## src/rtl/uart_wb_bridge.sv

```systemverilog
// rtl/uart_wb_bridge.sv - UART byte-stream to Wishbone single-access debug bridge
module uart_wb_bridge #(
  parameter int wb_timeout = 1024,
  parameter int rx_timeout = 1000000
) (
  input  logic        clk,
  input  logic        reset,
  input  logic [7:0]  rx_data,
  input  logic        rx_avail,
  output logic        rx_ack,
  output logic [7:0]  tx_data,
  output logic        tx_wr,
  input  logic        tx_busy,
  output logic [31:0] wb_adr_o,
  output logic [31:0] wb_dat_o,
  input  logic [31:0] wb_dat_i,
  output logic [3:0]  wb_sel_o,
  output logic        wb_we_o,
  output logic        wb_cyc_o,
  output logic        wb_stb_o,
  input  logic        wb_ack_i,
  output logic        active
);
  localparam int wb_cnt_w = $clog2(wb_timeout + 1);
  localparam int rx_cnt_w = $clog2(rx_timeout + 1);

  typedef enum logic [2:0] {IDLE, ADDR, DATA, BUS, TX, TX_WAIT} state_t;

  state_t              state;
  logic [1:0]          cnt;
  logic                is_write;
  logic                err;
  logic                guard;
  logic [rx_cnt_w-1:0] idle_cnt;
  logic [wb_cnt_w-1:0] bus_cnt;
  logic [31:0]         tx_shift;
  logic [1:0]          tx_left;
  logic                take;

  // rx_ack is the registered copy of take, so a byte can never be taken twice in a row
  assign take   = rx_avail && !rx_ack && (state == IDLE || state == ADDR || state == DATA);
  assign active = (state != IDLE);

  always_ff @(posedge clk) begin
    if (!reset) begin
      state    <= IDLE;
      cnt      <= '0;
      is_write <= 1'b0;
      err      <= 1'b0;
      guard    <= 1'b0;
      idle_cnt <= '0;
      bus_cnt  <= '0;
      tx_shift <= '0;
      tx_left  <= '0;
      rx_ack   <= 1'b0;
      tx_data  <= '0;
      tx_wr    <= 1'b0;
      wb_adr_o <= '0;
      wb_dat_o <= '0;
      wb_sel_o <= '0;
      wb_we_o  <= 1'b0;
      wb_cyc_o <= 1'b0;
      wb_stb_o <= 1'b0;
    end else begin
      rx_ack <= take;
      tx_wr  <= 1'b0;
      case (state)
        IDLE: begin
          if (take) begin
            idle_cnt <= '0;
            cnt      <= '0;
            if (rx_data == 8'h72 || rx_data == 8'h77) begin
              is_write <= (rx_data == 8'h77);
              state    <= ADDR;
            end
          end
        end
        ADDR, DATA: begin
          if (take) begin
            idle_cnt <= '0;
            cnt      <= cnt + 2'd1;
            if (state == ADDR) wb_adr_o <= {wb_adr_o[23:0], rx_data};
            else               wb_dat_o <= {wb_dat_o[23:0], rx_data};
            if (cnt == 2'd3) begin
              if (state == ADDR && is_write) begin
                state <= DATA;
              end else begin
                state    <= BUS;
                wb_cyc_o <= 1'b1;
                wb_stb_o <= 1'b1;
                wb_sel_o <= 4'hF;
                wb_we_o  <= is_write;
                bus_cnt  <= '0;
              end
            end
          end else if (idle_cnt == rx_cnt_w'(rx_timeout - 1)) begin
            state <= IDLE;
          end else begin
            idle_cnt <= idle_cnt + 1'b1;
          end
        end
        BUS: begin
          // ack is checked before the timeout so a last-cycle ack still succeeds
          if (wb_ack_i || bus_cnt == wb_cnt_w'(wb_timeout - 1)) begin
            wb_cyc_o <= 1'b0;
            wb_stb_o <= 1'b0;
            wb_sel_o <= '0;
            wb_we_o  <= 1'b0;
            err      <= !wb_ack_i;
            state    <= TX;
            if (wb_ack_i && !is_write) begin
              tx_shift <= wb_dat_i;
              tx_left  <= 2'd3;
            end else begin
              tx_shift <= {8'h4B, 24'h0};
              tx_left  <= 2'd0;
            end
          end else begin
            bus_cnt <= bus_cnt + 1'b1;
          end
        end
        TX: begin
          if (!tx_busy) begin
            tx_data  <= err ? 8'h45 : tx_shift[31:24];
            tx_wr    <= 1'b1;
            tx_shift <= {tx_shift[23:0], 8'h00};
            guard    <= 1'b1;
            state    <= TX_WAIT;
          end
        end
        TX_WAIT: begin
          // guard cycle lets the transmitter raise tx_busy for the byte just written
          if (guard) begin
            guard <= 1'b0;
          end else if (!tx_busy) begin
            if (tx_left == 2'd0) begin
              state <= IDLE;
            end else begin
              tx_left <= tx_left - 2'd1;
              state   <= TX;
            end
          end
        end
        default: state <= IDLE;
      endcase
    end
  end
endmodule

```

## config.mk

```make
export PLATFORM = sky130hd
export DESIGN_NAME = uart_wb_bridge
export DESIGN_NICKNAME = d
export VERILOG_FILES = /design/src/rtl/uart_wb_bridge.sv
export SDC_FILE = /design/constraint.sdc
export NUM_CORES = 1
export LEC_CHECK = 0
export CORE_AREA = 2 2 117 119
export DETAILED_ROUTE_END_ITERATION = 10
export DIE_AREA = 0 0 119 121
export GPL_ROUTABILITY_DRIVEN = 0
export PLACE_DENSITY = 0.82
export SLEW_MARGIN = 20
export SYNTH_ARGS = -nofsm -noshare
export SYNTH_HDL_FRONTEND = slang
export SYNTH_SLANG_ARGS = --single-unit
```

## constraint.sdc

```tcl
create_clock -name clk -period 2.2 [get_ports clk]
set_input_delay 0.44 -clock clk [delete_from_list [all_inputs] [get_ports clk]]
set_output_delay 0.44 -clock clk [all_outputs]
set_load 0.1 [all_outputs]
```

# == Yosys cells after proc, flatten, opt, wreduce, memory -nomap -nowiden ==
# Index checks and enable logic that the tools add are counted.
# totals
reg_bits,153
out_inout_bits,82
word_cells,133
# op_classes
addsub,4
eq_ne,24
muxes,52
bitwise,2
reduce_logical,34
# op_table
op,n
32-bit two-way mux,3
32-bit one-hot mux with 2 select lines,1
20-bit two-way mux,3
11-bit two-way mux,4
20-bit one-hot mux with 2 select lines,1
3-bit two-way mux,10
11-bit one-hot mux with 2 select lines,1
20-bit by 1-bit adder with 20-bit output (second input constant),1
20-bit equality test (second input constant),1
2-bit inequality test (second input constant),10
3-bit AND reduction,6
8-bit by 7-bit equality test with 1-bit output (second input constant),2
4-bit two-way mux,4
3-bit one-hot mux with 5 select lines,1
5-bit AND reduction,3
2-bit two-way mux,7
11-bit by 1-bit adder with 11-bit output (second input constant),1
11-bit by 10-bit equality test with 1-bit output (second input constant),1
1-bit two-way mux,10
2-bit nonzero test,5
3-bit inequality test (second input constant),3
8-bit two-way mux,1
2-bit one-hot mux with 2 select lines,2
4-bit one-hot mux with 2 select lines,1
other kinds (18),34

# == Longest topological paths before layout ==
# depth
depth_word,6
mapped_depth,8
depth_no_buf,6

# == Worst setup path after synthesis ==
# No wires, ideal clock.
# synth_path
path_type,reg-to-reg
from,register rx_ack
to,register idle_cnt[6]
arrival_time_ns,2.348
required_ns,2.130
setup_slack_ns,-0.219
stages_incl_launch_ff,7
n_path_buf,2
synth_period_minus_slack_ns,2.419
cell_sequence,dfxtp_1 > nor2b_1 > clkbuf_1 > or3_1 > buf_2 > or4_1 > a21oi_1
# synth_between
elab_chain_cells,5
word_cells_on_any_way,8
cone_classes,eq/ne (2); mux (2); reduce/logical (4)
# synth_rtl
element,line,text
"start, declared",10,"output logic rx_ack,"
"start signal, assigned",65,rx_ack <= take;
1-bit zero test *,41,assign take = rx_avail && !rx_ack && (state == IDLE || state == ADDR || state == DATA);
1-bit logical AND * (2 in series),41,
3-bit inequality test (no source line) (tied with other cells),-,
3-bit AND reduction (no source line) / 20-bit one-hot mux with 2 select lines (equally long branches),-,
"end signal, assigned",99,idle_cnt <= idle_cnt + 1'b1;
"end, declared",34,logic [rx_cnt_w-1:0] idle_cnt;
# Mark *: on every way between the ends. The rest lies on a longest branch, timed or not.
# A chain may end at the register's enable or synchronous reset.

# == Worst setup path after layout ==
# layout_path
from,input port rx_data[1]
to,register state[1]
# layout_between
elab_chain_cells,4
word_cells_on_any_way,5
cone_classes,eq/ne (3); reduce/logical (2)
# layout_rtl
element,line,text
"start, declared",8,"input logic [7:0] rx_data,"
8-bit by 7-bit equality test with 1-bit output,72,if (rx_data == 8'h72 || rx_data == 8'h77) begin
1-bit logical OR *,72,
2-bit by 1-bit inequality test with 1-bit output (no source line) *,-,
8-bit AND reduction (no source line) *,-,
"end signal, assigned",74,state <= ADDR;
"end signal, assigned",86,state <= DATA;
"end signal, assigned",88,state <= BUS;
"end, declared",29,state_t state;
# Marked as above.

==> qor.yml <==
place:
  io_buffers: 126
  place_inst: 1098
  dpl_cell_area_sq_mm: 0.00793
  hpwl_microns: 11200
timing:
  hold_slack_ps: 453
  skew_ps: 8.59
  rsz0062_at_grt: "no"
  final-max-slew-violation-count: 0
  timing.slew.headroom: 0.702
  tns_ps: 0
  setup_viol: 0
  hold_violations: 0
  period_needed_ps: 2140
  fmax_ghz: 0.466
  worst_slew_pin_slew_ps: 443
  finalCritPeriodShare: 0.975
synthesis:
  synth_edf_count: 0
  netlist.area_leader.share: 0.467
  yosysTopAreaCell: "dfxtp_1"
  ys_seq_area_frac: 0.467
  netlist_area_sq_mm: 0.00639
  synth.avg_cell_area_sq_um: 7.99
  synth.area.top_cells: "dfxtp_1 47%, nand2_1 11%, a21oi_1 8.4%, a311oi_1 3.8%, nor3_1 3.3%"
  synth_ff_type: "dfxtp_1"
  yosysWarnings: 0
  synth_seq_cells: 149
  ys_async_sr_fraction: 0
  synth_cells: 799
  ys_types: 63
  synth_nets: 848
worst_setup_path:
  crit_start: "rx_data[1]"
  cp_cell_sequence: "clkdlybuf4s50_1 > and4b_1 > a31oi_1 > or4_4 > or3_1 > o221a_1"
  worst-path-max-fanout: 2
  end_kind: "flip-flop"
  slowest_delay_ps: 560
  critPathKind: "in2reg"
  required_ps: 2510
  cp-start-kind: "input port"
  crit_path_top_delay_cell: "or4_4"
  r2r-start: "idle_cnt[0]"
  cp.arrival_ps: 2450
  critPathTopFamily: "simple AND/OR/NAND/NOR gates"
  path_buf_inv: 1
clock_network:
  cts.clk_slew.worst_paths_ps: 60
  clk_latency_ps: 420
  clockBufferDepth: 2
  cts_buffers: 17
  ctsHtreeMaxLevel: 4
  cts_sinks: 149
  root_buffer: "clkbuf_16"
  cts_tree: "built"
  cts-hold-fix-buffers: 0
worst_hold_path:
  hold_path.class: "reg2reg"
  hold_start: "tx_data[5]"
layout:
  drive_above_1_share: 0.198
  finish.instance_area_sq_mm: 0.00851
  final_cell_count_no_fill: 1130
  layout.nets: 990
  antenna_cells: 0
  area_growth_pct: 33.2
die:
  die_h_microns: 121
  top_level_ports: 127
  initial_core_util: 0.488
  die_width_microns: 119
  core.rowCount: 42
  core_sq_mm: 0.0131
  die_area_sq_mm: 0.0144
detailed_routing:
  drtAntennaViolNets: 0
  vias_per_cell: 5.52
  firstDrtPassIters: 5
  routed_wl_microns: 16600
  wire_per_inst_microns: 14.7
  vias: 6232
  drc: 0
  first_iter_violations: 612
global_route:
  grt.total_usage: 0.233
  grt_max_degree: 73
  grt_pass1_wl_microns: 27100
  grt-ovfl-total: 0
  first_global_vias: 5662
  antenna_found_initial: 0
power_and_ir_drop:
  p_total_w: 0.00579
  worst_ir_drop_vdd_mv: 0.466
  powerDensity_mw_per_mm2: 681
  p_leak_nw: 3.09
outcome:
  status: "complete, no violations"
job:
  cap_viol_max_count: 0
## layout make-up
class                      count  area [sq um]
fill                        1088          4580
clock buffer                  20           447
clock inverter                12           129
timing repair buffer         186          1610
sequential                   149          2980
multi-input combinational    580          3090
tap                          176           220
inverter                       7          27.5
## report_power, final
group	switching, W	total [W]	internal (W)
registers	0.00000429	0.00271	0.00270
clock network	0.00111	0.00281	0.00170
logic	0.000143	0.000279	0.000136
## logic make-up after synthesis
group                      count (synthesis)  share of synthesized area
DFF                                      149                      0.467
adders and majority gates                  4                    0.00784
and+or+nand+nor                          364                      0.270
muxes                                      3                    0.00470
buffers and inverters                     70                     0.0498
AOI/OAI and AO/OA                        203                      0.192
xor gates and xnor gates                   6                    0.00823
## layout by cell type (no fill, tap or decap), types with 3 or more instances in the layout
cell type,synthesis,layout
or3_1,8,8
o31ai_1,4,4
ha_1,4,4
clkbuf_16,0,17
a21oi_1,107,107
a311oi_1,28,28
clkinv_2,0,5
nor2b_1,5,5
nor2_1,33,33
buf_4,8,134
nor3_1,42,42
a22oi_1,3,3
nand2_1,185,185
and4_1,3,3
inv_1,6,5
buf_12,0,8
or2_2,3,3
mux2i_1,3,3
a31oi_1,5,5
and3_1,4,4
nand4_1,15,15
nand3_1,32,32
dfxtp_1,149,148
o21ai_0,33,33
a211oi_1,3,3
nor4_1,5,5
clkdlybuf4s50_1,0,44
xnor2_1,5,5
nand3b_1,9,9
clkinvlp_4,0,3
## synth_stat cells, drive strengths merged, types with 2 or more instances
cell type  count
nand4         15
a21oi        107
mux2i          3
o211a          2
o221a          2
nor2b          5
ha             4
o21ai         34
nor4           6
nor3          44
inv            7
nor3b          2
xnor2          5
dfxtp        149
and4b          2
a22oi          3
nand2b         2
nand3b         9
nand3         32
or3            9
buf           24
and3           4
nor2          34
o21a           2
o21bai         2
o31ai          4
a311oi        28
nand2        185
and4           3
or4            3
a211oi         3
a31oi          5
a31o           2
or2            3
clkbuf        39
## registers in the layout, summed over array words and instances, names as in the netlist, 2 cells and up
signal / count
state: 3
wb_dat_o: 32
idle_cnt: 20
tx_shift: 32
tx_data: 8
bus_cnt: 11
cnt: 2
tx_left: 2
wb_adr_o: 32
## layer usage
metal	share of wire	track usage
met1	0.44	0.302
met2	0.47	0.379
met3	0.073	0.0489
met4	0.023	0.0930
met5	0	0
## worst reg2reg max path, cell delays in order, from the launching register on
cell	delay [ps]
dfxtp_1	390
ha_1	210
nand3_1	180
nor2_1	360
a21oi_1	180
or3_1	370
o221a_1	240
## final timing paths
check,end,slack [ps],cells past startpoint
min,tx_data[5],450,2
max reg2reg,state[1],150,6
max,state[1],60,6
min reg2reg,tx_data[5],450,2
## timing repair
item	in CTS	in global routing
setup buffers	0	0
endpoints found under the setup margin	0	17
resized for setup	0	1
## stage by stage
step	util	worst slack (ps)
2_1_floorplan	-	103
3_3_place_gp	0.606	-345
3_5_place_dp	0.606	-358
4_1_cts	0.650	82.9
5_1_grt	0.650	3.36
6_report	0.650	55.4
(Power assumes the default switching activity.)
